===== src/rtl/conv_channel_accumulator.sv =====
// Channel accumulator: sums NUM_CHANNELS signed partial sums onto a bias, then applies
// ReLU, an arithmetic right shift and unsigned saturation, and emits over valid/ready.
module conv_channel_accumulator #(
  parameter int IN_WIDTH     = 20,
  parameter int ACC_WIDTH    = 24,
  parameter int NUM_CHANNELS = 3,
  parameter int OUT_WIDTH    = 8,
  parameter int SHIFT        = 8
) (
  input  logic                        i_clk,
  input  logic                        i_rst_n,
  input  logic                        i_enable,
  input  logic signed [ACC_WIDTH-1:0] i_bias,
  input  logic                        i_in_valid,
  output logic                        o_in_ready,
  input  logic signed [IN_WIDTH-1:0]  i_in_num,
  output logic                        o_out_valid,
  input  logic                        i_out_ready,
  output logic [OUT_WIDTH-1:0]        o_out_num,
  output logic                        o_sat_flag
);

  localparam int CNT_W = (NUM_CHANNELS > 1) ? $clog2(NUM_CHANNELS) : 1;
  localparam logic [CNT_W-1:0] LAST_CNT = CNT_W'(NUM_CHANNELS - 1);
  localparam logic signed [ACC_WIDTH-1:0] MAX_Q = ACC_WIDTH'((2 ** OUT_WIDTH) - 1);

  typedef enum logic [1:0] {S_IDLE, S_ACCUM, S_EMIT} state_t;

  state_t                      r_state;
  state_t                      w_state_next;
  logic signed [ACC_WIDTH-1:0] r_acc_p0;
  logic signed [ACC_WIDTH-1:0] w_acc_next;
  logic signed [ACC_WIDTH-1:0] w_in_ext;
  logic [CNT_W-1:0]            r_cnt_p0;
  logic [OUT_WIDTH-1:0]        r_out_num_p1;
  logic                        r_sat_p1;
  logic                        w_beat;
  logic                        w_last;
  logic [OUT_WIDTH:0]          w_act;

  // Returns {clipped, activation}: ReLU, truncating shift, clamp to the unsigned range.
  function automatic logic [OUT_WIDTH:0] relu_shift_sat(input logic signed [ACC_WIDTH-1:0] s);
    logic signed [ACC_WIDTH-1:0] q;
    q = s >>> SHIFT;
    if (s[ACC_WIDTH-1])
      return '0;
    else if (q > MAX_Q)
      return {1'b1, {OUT_WIDTH{1'b1}}};
    else
      return {1'b0, q[OUT_WIDTH-1:0]};
  endfunction

  assign w_in_ext   = {{(ACC_WIDTH-IN_WIDTH){i_in_num[IN_WIDTH-1]}}, i_in_num};
  assign w_acc_next = ((r_cnt_p0 == '0) ? i_bias : r_acc_p0) + w_in_ext;
  assign w_last     = (r_cnt_p0 == LAST_CNT);
  assign w_act      = relu_shift_sat(w_acc_next);

  always_comb begin
    w_state_next = r_state;
    o_in_ready   = 1'b0;
    w_beat       = 1'b0;
    unique case (r_state)
      S_IDLE: begin
        if (i_enable) w_state_next = S_ACCUM;
      end
      S_ACCUM: begin
        o_in_ready = i_enable;
        w_beat     = i_enable & i_in_valid;
        if (w_beat && w_last) w_state_next = S_EMIT;
      end
      S_EMIT: begin
        if (i_enable && i_out_ready) w_state_next = S_ACCUM;
      end
      default: w_state_next = S_IDLE;
    endcase
  end

  assign o_out_valid = (r_state == S_EMIT);
  assign o_out_num   = r_out_num_p1;
  assign o_sat_flag  = r_sat_p1;

  // p0: accumulator and beat counter; p1: output register loaded on the last beat
  always_ff @(posedge i_clk or negedge i_rst_n) begin
    if (!i_rst_n) begin
      r_state      <= S_IDLE;
      r_acc_p0     <= '0;
      r_cnt_p0     <= '0;
      r_out_num_p1 <= '0;
      r_sat_p1     <= 1'b0;
    end else begin
      r_state <= w_state_next;
      if (w_beat) begin
        r_acc_p0 <= w_acc_next;
        r_cnt_p0 <= w_last ? '0 : r_cnt_p0 + 1'b1;
        if (w_last) begin
          r_out_num_p1 <= w_act[OUT_WIDTH-1:0];
          if (w_act[OUT_WIDTH]) r_sat_p1 <= 1'b1;
        end
      end
    end
  end

endmodule

===== config.mk =====
export PLATFORM = sky130hd
export DESIGN_NAME = conv_channel_accumulator
export DESIGN_NICKNAME = d
export VERILOG_FILES = /design/src/rtl/conv_channel_accumulator.sv
export SDC_FILE = /design/constraint.sdc
export NUM_CORES = 1
export LEC_CHECK = 0
export ABC_CLOCK_PERIOD_IN_PS = 3600
export CAP_MARGIN = 10
export CELL_PAD_IN_SITES_DETAIL_PLACEMENT = 0
export CELL_PAD_IN_SITES_GLOBAL_PLACEMENT = 2
export CORE_ASPECT_RATIO = 2
export CORE_MARGIN = 3
export CORE_UTILIZATION = 35
export DETAILED_ROUTE_END_ITERATION = 10
export DONT_BUFFER_PORTS = 1
export PLACE_DENSITY = 0.81
export SYNTH_ARGS = -nofsm -noshare
export SYNTH_HDL_FRONTEND = slang
export SYNTH_SLANG_ARGS = --single-unit
export TNS_END_PERCENT = 30

===== constraint.sdc =====
create_clock -name i_clk -period 3.6 [get_ports i_clk]
set_input_delay 0.18 -clock i_clk [delete_from_list [all_inputs] [get_ports i_clk]]
set_output_delay 0.18 -clock i_clk [all_outputs]
set_load 0.02 [all_outputs]

**Word level (Yosys, flattened, before mapping)**

Cells that the tools add are included.

- $lt $le $gt $ge: 1
- Muxes and demuxes: 10
- Bitwise operators: 1
- $add $sub $neg: 2
- Equality and inequality tests: 6
- Reductions and logical operators: 7

Operator list:

| cell | number |
|---|---|
| 24-bit by 20-bit adder with 24-bit output | 1 |
| 24-bit 2-to-1 mux | 1 |
| 9-bit 2-to-1 mux | 2 |
| 16-bit by 9-bit > comparator with 1-bit output, second input constant | 1 |
| 2-bit 2-to-1 mux | 4 |
| 2-bit case mux with 3 select lines | 1 |
| 3-bit AND reduction | 2 |
| 2-bit == test, second input constant | 2 |
| 2-bit zero test | 2 |
| 2-bit inequality test, second input constant | 2 |
| 2-bit by 1-bit adder with 2-bit output, second input constant | 1 |
| 2-bit by 1-bit == test with 1-bit output, second input constant | 1 |
| 1-bit logical AND | 2 |
| 1-bit 2-to-1 mux | 2 |
| 2-bit by 1-bit inequality test with 1-bit output, second input constant | 1 |
| 2-bit AND reduction | 1 |
| 1-bit AND | 1 |

- Register bits: 37
- Word-level logic and storage cells: 32
- Bits of input ports: 49
- Output and inout bits: 11

**Longest topological paths before layout**

Gate-level depths: netlist of the first run.

- Word-level depth: 7
- Mapped depth: 13
- Depth with buffers taken out: 12

**Worst setup path after synthesis of the first run**

No wires, ideal clock.

- Path kind: reg2reg
- Start point: reg r_cnt_p0[1]
- End point: reg r_out_num_p1[2] (netlist: o_out_num[2])
- Data arrival time: 3805 ps
- Stages on the path, launching flop included: 13
- Library setup time: 124 ps
- Period minus slack after synthesis: 3929 ps
- Slack: -329 ps
- Required time: 3476 ps
- Buffers on the path: 1
- Cells stage by stage: dfrtp_1 > nor2_1 > clkbuf_1 > mux2_2 > fa_1 > a21o_2 > a221o_1 > a22o_1 > or4_4 > o211ai_2 > nand4_4 > nor3b_1 > o21ai_1

- Longest elaborated chain between the ends: 6
- Elaborated cells on any way between the ends: 8
- Classes of those cells: add/sub (1); order compare (1); eq/ne (1); mux (3); reduce/logical (2)

Ends and longest elaborated chain:

| item | RTL line | RTL |
|---|---|---|
| from (decl) | 34 | `logic [CNT_W-1:0] r_cnt_p0;` |
| from (signal assigned) | 94 | `r_cnt_p0 <= w_last ? '0 : r_cnt_p0 + 1'b1;` |
| 2-bit zero test | 54 | `assign w_acc_next = ((r_cnt_p0 == '0) ? i_bias : r_acc_p0) + w_in_ext;` |
| 24-bit 2-to-1 mux | 54 |  |
| 24-bit by 20-bit adder with 24-bit output | 54 |  |
| 16-bit by 9-bit > comparator with 1-bit output | 47 | `else if (q > MAX_Q)` |
| 9-bit 2-to-1 mux | 47 |  |
| 9-bit 2-to-1 mux | 45 | `if (s[ACC_WIDTH-1])` |
| to (signal assigned) | 96 | `r_out_num_p1 <= w_act[OUT_WIDTH-1:0];` |
| to (decl) | 35 | `logic [OUT_WIDTH-1:0] r_out_num_p1;` |

Several ways; a longest one is shown, not always the timed one.
A chain may end at the register's enable or synchronous reset.

**Worst setup path after layout of the first run**

- Start point: reg r_cnt_p0[0]
- End point: reg r_out_num_p1[2] (netlist: o_out_num[2])

The elaborated chain is that of the path after synthesis.

==> results of run 1 <==
-- layer usage --
layer	vias to the layer above	global-route usage
met5	-	0
met4	0	0.09144
met3	19	0.02730
met2	61	0.3670
met1	1442	0.1934
li1	1426	-
-- power groups by stage --
stage | logic, W | registers [W] | clock network, W
3_5_place_dp | 0.00284 | 0.000786 | 0
2_1_floorplan | 0.00190 | 0.000750 | 0
3_3_place_gp | 0.00283 | 0.000777 | 0
4_1_cts | 0.00289 | 0.000778 | 0.000443
6_report | 0.00330 | 0.000776 | 0.000435
5_1_grt | 0.00356 | 0.000803 | 0.000457
-- repair_timing --
action | 4_1_cts | 5_1_grt
pin swaps | 1 | 15
resized for setup | 1 | 41
cloned | 0 | 1
hold endpoints to repair | 37 | 0
setup buffers | 0 | 6
setup endpoints to repair | 9 | 10
hold buffers | 2 | 0
-- critical path: cells and delay by family, from the launching register on --
family          cells  cell delay, ns
simple gates        4            1.07
compound gates      5            1.02
flops               1            0.41
mux                 1            0.33
fa+ha+maj           2            0.57
-- state kept, by name (all words and copies together) (netlist names) --
name / cells
r_acc_p0: 24
o_out_num: 8
r_cnt_p0: 2
r_state: 2
o_sat_flag: 1
-- cell usage after synthesis (all sizes together), types with 5 or more instances --
master	n	area share
a21oi	25	0.040
nor3b	6	0.014
clkbuf	12	0.015
xor2	7	0.019
o21bai	5	0.013
o21ai	38	0.060
nand3	9	0.014
mux2	24	0.086
xnor2	10	0.028
nor3	9	0.014
nand2b	5	0.011
ha	23	0.091
nand2	60	0.071
nand4	9	0.023
o211ai	7	0.020
buf	7	0.019
nor2	14	0.017
dfrtp	37	0.29
inv	5	0.0059
a21o	8	0.020
-- layout make-up --
class	count	share of cell area
Multi-Input combinational cell	305	0.5885
Sequential cell	37	0.2368
Timing Repair Buffer	47	0.1024
Clock buffer	6	0.03296
Tap cell	100	0.03200
Inverter	5	0.004800
Clock inverter	2	0.002560
-- stage by stage --
step | instance area, µm² | util | hold WS (ns)
final | 3910 | 0.4490 | 0.06427
after global routing | 3910 | 0.4490 | 0.08469
after CTS | 3664 | 0.4207 | 0.06577
after detailed placement | 3486 | 0.4003 | -0.1143
after global placement | 3486 | 0.4003 | -0.1140
after floorplan | 3167 | - | -0.1156
-- path summary, 6_finish.rpt --
kind | from | end | slack [ns]
max in group asynchronous | i_rst_n | r_acc_p0[21] | 3.03
min in group asynchronous | i_rst_n | o_out_num[3] | 0.36
worst min-delay path | i_enable | r_state[1] | 0.06
worst min register to register | r_acc_p0[13] | r_acc_p0[13] | 0.48
worst max-delay path | r_cnt_p0[0] | o_out_num[2] | 0.08
worst max register to register | r_cnt_p0[0] | o_out_num[2] | 0.08
-- cell families (layout without fill, tap and decap cells) --
group                      after synthesis  after routing  synth area share
and+or+nand+nor                        128            129            0.2022
AOI/OAI and AO/OA                      109            109            0.2236
DFF                                     37             37            0.2934
muxes                                   25             25           0.08882
adders and majority gates               24             24           0.09754
buffers and inverters                   24             60           0.04004
xor gates and xnor gates                18             18           0.05432
==> flow_metrics.py, run 1 <==
metrics = {
    "clocking": {
        "clockBufferDepth": 2,
        "cts_tree": "done",
        "cts_root_buffer": "clkbuf_16",
        "cts_buffers": 5,
        "clkLatencyLatePin_ns": 0.29,
        "clkSinkCount": 37,
        "h-tree-depth": 2,
        "clkTransAtPathRegs_ns": 0.06,
    },
    "grt": {
        "grt_pass1_vias": 2925,
        "antenna_found_initial": 0,
        "grt_max_degree": 38,
        "overflow": 0,
        "grt_use_total": 0.1927,
        "grt_pass1_wl_um": 15000,
    },
    "timing": {
        "clock.fmax_mhz": 283.8,
        "finalHoldViolations": 0,
        "rsz0062_at_grt": "yes",
        "tns_ns": 0,
        "finClkSkew_ns": 0.005899,
        "slew_viol_final": 0,
        "fin_ws_ns": 0.07699,
        "setup_violations": 0,
        "period_minus_slack_ns": 3.523,
        "slew_headroom": 0.5368,
        "period_share": 0.9786,
        "tightestPinTransition_ns": 0.6931,
    },
    "logic_synthesis": {
        "yosysUniqueCellTypes": 63,
        "synth_edf_count": 0,
        "syn_area_per_cell_um2": 8.645,
        "syn_nets": 438,
        "netlist_instances": 365,
        "synth_warnings": 0,
        "syn_area_um2": 3156,
        "ys_seq_area_frac": 0.2934,
        "synth_flop_cell": "dfrtp_1",
        "synthArstFlopShare": 1.000,
        "ys_seq_elements": 37,
    },
    "place": {
        "dp_cells": 485,
        "gp_congestion": 0.9139,
        "port_buffers": 0,
        "dpl.hpwl_um": 7998,
        "place_ws_ns": -0.03882,
    },
    "drt": {
        "vias": 2948,
        "dr_wl_met2_um": 6003,
        "firstDrtPassIters": 4,
        "wl_um": 10260,
        "post-route-drc-count": 0,
        "topRoutingLayerUsed": "met4",
        "drt_iter0_markers": 120,
        "via_per_inst": 5.873,
        "wl_per_cell_um": 20.44,
        "drtAntennaViolNets": 0,
        "wl_met3_um": 384,
        "met1_length_um": 3518,
    },
    "finish": {
        "final.fill_count": 868,
        "multiInputGateArea_um2": 2301,
        "drive_gt1_frac": 0.2886,
        "fin_nets": 474,
        "syn_to_final_growth_pct": 23.91,
        "final_cell_mix": "nand2_1 (60), buf_4 (41), dfrtp_1 (37), o21ai_0 (26)",
        "num_antenna_cells": 0,
        "seq_area_um2": 925.9,
        "layout_commonest_cell": "nand2_1",
        "fin_cells": 502,
    },
    "floorplan": {
        "start_util": 0.3624,
        "die-area_um2": 10260,
        "die_w_um": 73.14,
        "rows": 48,
        "dieHeight_um": 140.3,
        "io_pins": 60,
        "core_um2": 8708,
    },
    "power_and_ir_drop": {
        "power.total_w": 0.004508,
        "p_sw_frac": 0.4661,
        "power_density_nw_per_um2": 1153,
        "clockPowerShare": 0.096,
        "p_leak_nw": 1.688,
        "ir_drop_mv": 0.4206,
        "pwr-share-comb": 0.731,
        "seqPwrFrac": 0.172,
        "switchingPower_w": 0.002101,
        "intPower_w": 0.002407,
    },
    "critical_path": {
        "path_cells": "nor2_4 -> mux2_4 -> ha_4 -> fa_2 -> a21o_2 -> a221o_1 -> a22o_1 -> or4_4 -> o211ai_4 -> nand4_4 -> nor3b_2 -> o21ai_1",
        "cp_slowest_stage_delay_ns": 0.44,
        "start_kind": "register",
        "end_kind": "register",
        "worstSetupPathType": "reg -> reg",
        "crit_required_ns": 3.77,
        "cp.arrival_ns": 3.69,
        "cp_max_fo": 5,
        "rr_worst_depth": 12,
        "cp_slowest_cell": "or4_4",
    },
    "outcome": {
        "status": "completed",
    },
    "job": {
        "maxCapViolCount": 0,
    },
    "hold_path": {
        "hp-class": "in -> reg",
        "hold_depth": 3,
    },
}
Note: power is estimated with default switching activity, not from simulation.
==> run 2: changes to the inputs <==
--- a/config.mk
+++ b/config.mk
@@ -8,13 +8,14 @@
 export ABC_CLOCK_PERIOD_IN_PS = 3600
 export CAP_MARGIN = 10
 export CELL_PAD_IN_SITES_DETAIL_PLACEMENT = 0
-export CELL_PAD_IN_SITES_GLOBAL_PLACEMENT = 2
+export CELL_PAD_IN_SITES_GLOBAL_PLACEMENT = 1
 export CORE_ASPECT_RATIO = 2
 export CORE_MARGIN = 3
-export CORE_UTILIZATION = 35
+export CORE_UTILIZATION = 40
 export DETAILED_ROUTE_END_ITERATION = 10
 export DONT_BUFFER_PORTS = 1
-export PLACE_DENSITY = 0.81
+export HOLD_SLACK_MARGIN = 0.06
+export PLACE_DENSITY = 0.75
 export SYNTH_ARGS = -nofsm -noshare
 export SYNTH_HDL_FRONTEND = slang
 export SYNTH_SLANG_ARGS = --single-unit
==> run 2 against run 1 <==
  * Final cell count down 1.4%
  * First-iteration DRC count down 38%
  * Critical path depth unchanged
  * Global-route usage increased by 2.5 points
  * Clock power is 21% higher
  * Flip-flop and latch count did not move
  * Design area fell by 0.22%
  * Combinational power decreased by 5%
  * Fmax is 0.37% lower
  * Critical path type unchanged
==> flow_metrics.py, run 2 (synthesized netlist as in run 1, its figures left out) <==
metrics = {
    "drt": {
        "wl_um": 9334,
        "via_per_inst": 5.824,
        "firstDrtPassIters": 6,
        "drtAntennaViolNets": 0,
        "drt_iter0_markers": 74,
        "vias": 2883,
        "wl_per_cell_um": 18.86,
        "post-route-drc-count": 0,
    },
    "finish": {
        "layout_commonest_cell": "nand2_1",
        "syn_to_final_growth_pct": 23.63,
        "drive_gt1_frac": 0.2718,
        "largest_reg_flops": 24,
        "fin_nets": 473,
        "post-route-util": 0.5095,
        "top_register": "r_acc_p0",
        "num_antenna_cells": 0,
        "final_cell_mix": "nand2_1 (60), buf_4 (39), dfrtp_1 (37), o21ai_0 (26)",
        "fin_area_um2": 3901,
    },
    "critical_path": {
        "path_cells": "nor2_4 -> mux2_4 -> ha_4 -> fa_2 -> a21o_2 -> a221o_1 -> a22o_1 -> or4_4 -> o211ai_4 -> nand4_4 -> nor3_2 -> o21ai_1",
        "end_kind": "register",
        "cp.arrival_ns": 3.71,
        "cp_max_fo": 5,
        "cpLargestDelayFamily": "simple AND/OR/NAND/NOR gates",
        "critPathBufInv": 0,
        "cp_slowest_stage_delay_ns": 0.50,
        "worstSetupPathType": "reg -> reg",
        "cp_slowest_cell": "or4_4",
        "start_kind": "register",
        "crit_required_ns": 3.77,
    },
    "floorplan": {
        "core_um2": 7657,
        "die_w_um": 68.81,
        "start_util": 0.4121,
        "rows": 45,
        "die-area_um2": 9055,
        "io_pins": 60,
        "dieHeight_um": 131.6,
    },
    "grt": {
        "grt_pass1_vias": 3068,
        "grt_use_total": 0.2173,
        "overflow": 0,
        "grt_max_degree": 43,
        "grt_pass1_wl_um": 14720,
        "antenna_found_initial": 0,
    },
    "timing": {
        "fin_ws_ns": 0.06404,
        "period_minus_slack_ns": 3.536,
        "finClkSkew_ns": 0.004524,
        "rsz0062_at_grt": "yes",
        "slew_viol_final": 0,
        "period_share": 0.9822,
        "finalHoldViolations": 0,
        "slew_headroom": 0.6342,
        "setup_violations": 0,
        "clock.fmax_mhz": 282.8,
        "tightestPinTransition_ns": 0.5349,
    },
    "clocking": {
        "clkLatencyLatePin_ns": 0.29,
        "clockBufferDepth": 2,
        "clkSinkCount": 37,
        "cts_root_buffer": "clkbuf_16",
        "h-tree-depth": 2,
        "cts_tree": "done",
        "cts_buffers": 5,
        "clkTransAtPathRegs_ns": 0.06,
    },
    "power_and_ir_drop": {
        "ir_drop_mv": 0.4566,
        "power.total_w": 0.004422,
        "power_density_nw_per_um2": 1133,
        "p_leak_nw": 1.700,
    },
    "place": {
        "dpl_cell_area_um2": 3478,
        "gp_congestion": 0.9369,
        "place_ws_ns": -0.02013,
        "port_buffers": 0,
        "dpl.hpwl_um": 7211,
    },
    "outcome": {
        "status": "completed",
    },
    "job": {
        "maxCapViolCount": 0,
    },
    "hold_path": {
        "hp-class": "in -> reg",
    },
}
-- run 2: worst register-to-register path: cells and delay by family, from the launching register on --
family          cells  cell delay, ns
fa+ha+maj           2            0.51
compound gates      5            1.04
simple gates        4            1.15
mux                 1            0.33
flops               1            0.40
-- run 2: worst paths after layout --
path                                   start  cells after the start  slack, ns      endpoint
max in group asynchronous            i_rst_n                      2       3.06  o_out_num[2]
worst max-delay path             r_cnt_p0[0]                     12       0.06  o_out_num[1]
worst min register to register  r_acc_p0[17]                      2       0.48  r_acc_p0[17]
worst max register to register   r_cnt_p0[0]                     12       0.06  o_out_num[1]
worst min-delay path             i_out_ready                      3       0.06    r_state[1]
min in group asynchronous            i_rst_n                      2       0.35   r_acc_p0[0]
-- run 2: layout make-up --
| cell class | instances | area, µm² |
|---|---|---|
| repair buffers | 46 | 399.1 |
| flip-flops and latches | 37 | 925.9 |
| clock buffers | 6 | 138.9 |
| well taps | 94 | 117.6 |
| clock inverters | 2 | 37.54 |
| fillers | 784 | 3756 |
| inverters | 5 | 18.77 |
| multi-input cells | 305 | 2263 |
-- run 2: repair_timing --
action	4_1_cts	5_1_grt
buffers inserted	0	4
pin swaps	0	9
hold buffers	3	0
hold endpoints to repair	38	0
gates resized for setup	2	30
setup endpoints to repair	8	9
cloned	0	1
-- run 2: power breakdown --
part	total [W]	internal [W]	switching, W
registers	0.000771	0.000605	0.000166
logic	0.00312	0.00146	0.00166
clock network	0.000528	0.000346	0.000182
-- run 2: through the flow --
| step | setup TNS (ns) | hold slack [ns] | cells |
|---|---|---|---|
| 3_3_place_gp | 0 | -0.1145 | 479 |
| 5_1_grt | -0.5422 | 0.08047 | 495 |
| 6_report | 0 | 0.06241 | 495 |
| 3_5_place_dp | -0.04169 | -0.1144 | 479 |
| 4_1_cts | 0 | 0.06215 | 490 |
| 2_1_floorplan | 0 | -0.1156 | 365 |
-- run 2: routing by layer --
metal  part of all wire  vias up  track usage
met5                  0        -            0
met4              0.037        0       0.1118
met3              0.051       22      0.04619
met2               0.57       70       0.3933
met1               0.34     1371       0.2171
li1                   -     1420            -
==> run 3: changes to the inputs <==
--- a/config.mk
+++ b/config.mk
@@ -14,8 +14,9 @@
 export CORE_UTILIZATION = 40
 export DETAILED_ROUTE_END_ITERATION = 10
 export DONT_BUFFER_PORTS = 1
-export HOLD_SLACK_MARGIN = 0.06
+export MAX_ROUTING_LAYER = met4
 export PLACE_DENSITY = 0.75
+export RECOVER_POWER = 100
 export SYNTH_ARGS = -nofsm -noshare
 export SYNTH_HDL_FRONTEND = slang
 export SYNTH_SLANG_ARGS = --single-unit
==> run 3 against run 2 <==
  * The flow now finishes with violations (capacitance limit, slew limit)
  * Worst setup slack gained 0.0026 ns
  * Global-route usage grew 0.57 points
  * Clock skew is essentially flat
  * Wire length grew 2.3%
  * Register-to-register slack is essentially flat
  * Power grew 0.57%
  * Combinational power is essentially flat
  * First-iteration DRC count grew 24%
  * Die area is the same
  * Clock power is essentially flat
  * Sequential power is essentially flat
  * Critical endpoint unchanged
  * Flip-flop and latch count is the same
==> flow_metrics.py, run 3 (synthesized netlist as in run 1, its figures left out) <==
metrics = {
    "power_and_ir_drop": {
        "ir_drop_mv": 0.5096,
        "power_density_nw_per_um2": 1146,
        "p_leak_nw": 1.683,
    },
    "grt": {
        "grt_max_degree": 43,
        "grt_use_total": 0.2230,
        "antenna_found_initial": 0,
        "grt_pass1_wl_um": 14720,
        "grt_pass1_vias": 3064,
        "overflow": 0,
    },
    "floorplan": {
        "die_w_um": 68.81,
        "rows": 45,
        "dieHeight_um": 131.6,
        "start_util": 0.4121,
        "io_pins": 60,
        "die-area_um2": 9055,
        "core_um2": 7657,
    },
    "drt": {
        "via_per_inst": 5.949,
        "drtAntennaViolNets": 0,
        "firstDrtPassIters": 4,
        "wl_per_cell_um": 19.33,
        "post-route-drc-count": 0,
        "wl_um": 9551,
        "vias": 2939,
        "drt_iter0_markers": 92,
    },
    "clocking": {
        "clkSinkCount": 37,
        "clockBufferDepth": 2,
        "clkTransAtPathRegs_ns": 0.06,
        "clkLatencyLatePin_ns": 0.29,
        "h-tree-depth": 2,
        "cts_buffers": 5,
        "cts_root_buffer": "clkbuf_16",
        "cts_tree": "done",
    },
    "timing": {
        "setup_violations": 0,
        "tightestPinTransition_ns": 2.106,
        "finClkSkew_ns": 0.004767,
        "period_minus_slack_ns": 3.533,
        "clock.fmax_mhz": 283.0,
        "holdWs_ns": 0.05716,
        "rsz0062_at_grt": "yes",
        "slew_headroom": -0.4039,
        "fin_ws_ns": 0.06667,
        "period_share": 0.9815,
        "slew_viol_final": 38,
        "finalHoldViolations": 0,
    },
    "critical_path": {
        "crit_cells": 12,
        "start_kind": "register",
        "worstSetupPathType": "reg -> reg",
        "r2r_start": "r_cnt_p0[0]",
        "cp_max_fo": 5,
        "critPathBufInv": 0,
        "crit_required_ns": 3.77,
        "rr_worst_depth": 12,
        "cp_slowest_cell": "or4_4",
        "cp-startpoint": "r_cnt_p0[0]",
        "path_cells": "nor2_4 -> mux2_4 -> ha_4 -> fa_2 -> a21o_2 -> a221o_1 -> a22o_1 -> or4_4 -> o211ai_4 -> nand4_4 -> nor3_2 -> o21ai_1",
        "end_kind": "register",
        "cpLargestDelayFamily": "simple AND/OR/NAND/NOR gates",
        "cp_slowest_stage_delay_ns": 0.50,
        "cp.arrival_ns": 3.71,
    },
    "finish": {
        "final_cell_mix": "nand2_1 (60), buf_4 (39), dfrtp_1 (37), o21ai_0 (25), mux2_2 (22)",
        "num_antenna_cells": 0,
        "fin_nets": 472,
        "layout_commonest_cell": "nand2_1",
        "largest_reg_flops": 24,
        "top_register": "r_acc_p0",
        "syn_to_final_growth_pct": 22.96,
        "final.fill_count": 787,
        "drive_gt1_frac": 0.2800,
    },
    "hold_path": {
        "hold_depth": 3,
        "hp-start": "i_enable",
        "hp-class": "in -> reg",
    },
    "place": {
        "dpl.hpwl_um": 7211,
        "place_ws_ns": -0.02013,
        "gp_congestion": 0.9537,
        "port_buffers": 0,
    },
    "outcome": {
        "violations": "capacitance limit, slew limit",
        "status": "complete, but fails checks",
    },
    "job": {
        "maxCapViolCount": 1,
    },
}
-- run 3: final timing paths --
path | endpoint | slack (ns)
max in group asynchronous | o_out_num[2] | 1.34
hold / removal | r_state[1] | 0.06
min in group asynchronous | r_acc_p0[1] | 1.05
setup reg to reg | o_out_num[1] | 0.07
setup / recovery | o_out_num[1] | 0.07
hold reg to reg | r_acc_p0[12] | 0.48
-- run 3: worst register-to-register path: cells and delay by family, from the launching register on --
kind,cells,cell delay (ns)
flip-flops,1,0.40
multiplexers,1,0.33
AND/OR/NAND/NOR,4,1.13
adder cells (fa/ha/maj),2,0.51
AO/OA/AOI/OAI,5,1.04
-- run 3: final cells by class --
cell class | instances | area (µm²) | share of cell area
clock buffers | 6 | 138.9 | 0.03579
clock inverters | 2 | 37.54 | 0.009674
inverters | 5 | 18.77 | 0.004837
multi-input cells | 306 | 2288 | 0.5898
flip-flops and latches | 37 | 925.9 | 0.2386
well taps | 94 | 117.6 | 0.03031
repair buffers | 44 | 352.8 | 0.09094
-- run 3: through the flow --
stage	setup TNS (ns)	cells	util	area [µm²]	power, W
after global routing	-0.5451	494	0.5067	3880	0.004796
after CTS	0	489	0.4812	3685	0.004097
final	0	494	0.5067	3880	0.004447
after global placement	0	479	0.4542	3478	0.003476
after detailed placement	-0.04169	479	0.4542	3478	0.003519
after floorplan	0	365	-	3167	0.002648
-- run 3: what timing repair did --
item / in CTS / in global routing
pin swaps: 0 / 9
hold buffers: 2 / 0
hold endpoints to repair: 37 / 0
gates cloned: 0 / 2
buffers inserted: 0 / 3
endpoints found under the setup margin: 8 / 9
resized for setup: 2 / 34
-- run 3: power breakdown --
| group | total (W) | switching, W | internal (W) | leakage (nW) |
|---|---|---|---|---|
| clock network | 0.000530 | 0.000184 | 0.000346 | 0.0831 |
| logic | 0.00315 | 0.00171 | 0.00144 | 1.14 |
| registers | 0.000770 | 0.000165 | 0.000605 | 0.458 |
-- run 3: routing by layer --
layer	wire, µm	up-vias	share of wire	global-route usage
met5	0	-	0	-
met4	378	0	0.040	0.1118
met3	482	28	0.050	0.03849
met2	5426	88	0.57	0.3922
met1	3264	1399	0.34	0.2230
li1	-	1424	-	-
